==> src/rtl/add32_unit.sv <==
// Registered 64-bit adder with unsigned carry-out.
// The sum comes from an explicit ripple chain of full-adder cells and is registered once.

module add32_fa (
   input  logic i_a,
   input  logic i_b,
   input  logic i_ci,
   output logic o_s,
   output logic o_co
);
   logic w_p;

   assign w_p  = i_a ^ i_b;
   assign o_s  = w_p ^ i_ci;
   assign o_co = (i_a & i_b) | (i_ci & w_p);
endmodule

module add32_unit #(
   parameter int WIDTH = 64
) (
   input  logic             clk,
   input  logic             rst,
   input  logic [WIDTH-1:0] a,
   input  logic [WIDTH-1:0] b,
   output logic [WIDTH-1:0] c,
   output logic             carry
);
   logic [WIDTH:0]   w_cy;
   logic [WIDTH-1:0] w_sum;
   logic [WIDTH-1:0] r_c;
   logic             r_carry;

   // Bit 0 has no carry-in; w_cy[WIDTH] is the unsigned carry-out.
   assign w_cy[0] = 1'b0;

   for (genvar i = 0; i < WIDTH; i++) begin : g_fa
      add32_fa u_fa (
         .i_a  (a[i]),
         .i_b  (b[i]),
         .i_ci (w_cy[i]),
         .o_s  (w_sum[i]),
         .o_co (w_cy[i+1])
      );
   end

   always_ff @(posedge clk) begin
      if (rst) begin
         r_c     <= '0;
         r_carry <= 1'b0;
      end else begin
         r_c     <= w_sum;
         r_carry <= w_cy[WIDTH];
      end
   end

   assign c     = r_c;
   assign carry = r_carry;
endmodule

==> config.mk <==
export PLATFORM = sky130hd
export DESIGN_NAME = add32_unit
export DESIGN_NICKNAME = d
export VERILOG_FILES = /design/src/rtl/add32_unit.sv
export SDC_FILE = /design/constraint.sdc
export NUM_CORES = 1
export LEC_CHECK = 0
export ABC_AREA = 1
export CORE_MARGIN = 1.5
export CORE_UTILIZATION = 30
export DETAILED_ROUTE_END_ITERATION = 10
export DONT_BUFFER_PORTS = 1
export SLEW_MARGIN = 20
export SYNTH_ARGS = -nofsm -noshare
export SYNTH_HDL_FRONTEND = slang
export SYNTH_SLANG_ARGS = --single-unit
==> constraint.sdc <==
create_clock -name clk -period 31.9 [get_ports clk]
set_clock_uncertainty 0.15 [all_clocks]
set_input_delay 4.785 -clock clk [delete_from_list [all_inputs] [get_ports clk]]
set_output_delay 4.785 -clock clk [all_outputs]
set_load 0.005 [all_outputs]
==> results of run 1 <==
-- placed cells by master, fill, tap and decap left out --
cell type	synthesis	routed
fa_1	63	63
ha_1	1	1
clkbuf_1	0	2
inv_1	69	69
nor2_1	65	65
clkinv_2	0	3
dfxtp_1	65	65
clkbuf_8	0	11
-- routing by layer --
metal  wire [um]  share of wire (%)  track usage [%]  vias up
li1            -                  -                -      746
met1        2190                 34             11.7      783
met2        3330                 52             20.9      121
met3         766                 12             5.63       11
met4         144                2.2             6.75        0
met5           0                  0                0        -
-- worst max-delay path by stage --
stage | cells past startpoint | end
after CTS | 68 | c[63]
after floorplan | 68 | c[63]
final | 68 | c[63]
after global routing | 68 | c[63]
after detailed placement | 68 | c[63]
after global placement | 68 | c[63]
-- stage by stage --
step                std cells  power, mW  instance area, um^2
floorplan                 270      0.122                 3150
global placement          399      0.127                 3250
detailed placement        399      0.129                 3250
CTS                       415      0.194                 3420
global route              415      0.203                 3420
finish                    415      0.189                 3420
-- layout make-up --
type | instances | area share [%]
multi-input combinational | 129 | 44.4
sequential | 65 | 38.0
inverter | 69 | 7.57
tap | 136 | 4.97
clock buffer | 13 | 4.64
clock inverter | 3 | 0.439
-- worst max-delay path: cells and delay by family --
family,cells,cell delay [ns]
AND/OR/NAND/NOR,1,0.09
adder cells (fa/ha/maj),64,24.92
buffers and inverters,3,0.23
-- kinds of logic after synthesis --
| family | after synthesis | share of synthesized area [%] |
|---|---|---|
| flops | 65 | 41.3 |
| buf+inv | 76 | 10.5 |
| simple gates | 65 | 7.74 |
| fa+ha+maj | 64 | 40.4 |
-- sequential cells by signal (all words and copies together), names as in the netlist --
name and cells:
c 64, carry 1
-- report_power, final --
group          total [mW]  switching, mW  internal [mW]
logic              0.0283         0.0148         0.0135
clock network      0.0627         0.0305         0.0321
registers          0.0982        0.00606         0.0921
total               0.189         0.0514          0.138
==> impl_metrics.yaml, run 1 <==
yosys:
  synthCells: 270
  netlist.area_leader.share_pct: 41.3
  netlist.top_cell.by_area: "dfxtp_1"
  yosysSeqAreaShare_pct: 41.3
  yosys-top-cells-count: "inv_1 (69), dfxtp_1 (65), nor2_1 (65)"
  yosys-top-cells-area: "dfxtp_1 (41%), fa_1 (40%), inv_1 (8.2%)"
  synthArstFlopShare_pct: 0
  ys_ff_latch: 65
  synth_cell_type_count: 7
  ys_warn_count: 0
  synthesis.area_um2: 3150
  syn-num-nets: 464
  synth_edf_count: 0
  syn_avg_cell_area_um2: 11.7
  yosysMostFrequentCell: "inv_1"
  ys.flop_type: "dfxtp_1"
detailed_routing:
  drc: 0
  route.vias.total: 1661
  postRouteAntennaNets: 0
  dr.pass1.iters: 4
  wirelength_um: 6430
  vias_per_cell: 4.00
  detail_route.wl_per_cell_um: 15.5
  drtIter0Drc: 68
cells_and_area:
  finish.net_count: 468
  drive_gt1_share_pct: 5.02
  antenna_cells: 0
  syn2layout_area_growth_pct: 8.62
  regArea_um2: 1300
  fillers: 1060
  fin_util_pct: 33.3
  multi_input_area_um2: 1520
power_and_ir_drop:
  power_density_nw_per_um2: 55.3
  vdd_ir_drop_max_uv: 17.4
  p_leak_nw: 1.60
cts:
  cts-resized-gates: 0
  clk_pin_slew_ns: 0.07
  cts_buffer_depth: 2
  ctsHoldBuffers: 0
  cts_tree: "yes"
  post-cts-setup-buffer-count: 0
  cts-htree-levels: 3
  cts-root-buf: "clkbuf_8"
  clock-sinks: 65
  cts_inserted_buffers: 9
floorplan:
  num_rows: 37
  dieArea_um2: 11100
  core-area_um2: 10300
  start_util_pct: 30.7
  io_pins: 195
  die_y_um: 105
  die_w_um: 105
worst_setup_path:
  start_kind: "primary input"
  cp_slowest_cell: "fa_1"
  startpoint: "a[0]"
  cp_data_arrival_time_ns: 30.05
  crit_top_cell: "fa_1"
  criticalPathCategory: "in2reg"
  critPathMaxStageDelay_ns: 0.45
  crit_path_end_kind: "flop"
  cp.required_ns: 32.03
  crit_fanout: 1
timing:
  worst_pin_slew_ns: 0.161
  holdWs_ns: 4.37
  setup_violations: 0
  fmax_mhz: 33.4
  finalCriticalPeriod_ns: 29.93
  hold_viol: 0
  period_share_pct: 93.8
  tns_ns: 0
  drv_slew: 0
  finalWorstSetupSlack_ns: 1.97
  slew_headroom_pct: 89.2
  rsz0062_at_grt: "no"
grt:
  overflow: 0
  grt_max_degree: 66
  antenna_found_initial: 0
  grt_usage_pct: 12.0
  grt_pass1_vias: 1865
  grt_pass1_wl_um: 9780
hold_path:
  hold_depth: 1
  hold_path_class: "in2reg"
  worstHoldStart: "rst"
  worstHoldEndpoint: "c[10]"
placed_design:
  dp_hpwl_um: 5300
  gp_congestion: 0.749
  dp_slack_ns: 1.52
  port_buffers: 0
job:
  drv_cap: 0
outcome:
  outcome: "completed"
No activity file was read; power rests on OpenSTA's default activity.
==> run 2: changes to the inputs <==
--- a/config.mk
+++ b/config.mk
@@ -10,6 +10,7 @@
 export CORE_UTILIZATION = 30
 export DETAILED_ROUTE_END_ITERATION = 10
 export DONT_BUFFER_PORTS = 1
+export SETUP_SLACK_MARGIN = 0.05
 export SLEW_MARGIN = 20
 export SYNTH_ARGS = -nofsm -noshare
 export SYNTH_HDL_FRONTEND = slang
==> results of run 2 <==
Same layout as run 1: the final DEF is identical, and so are final timing and power.
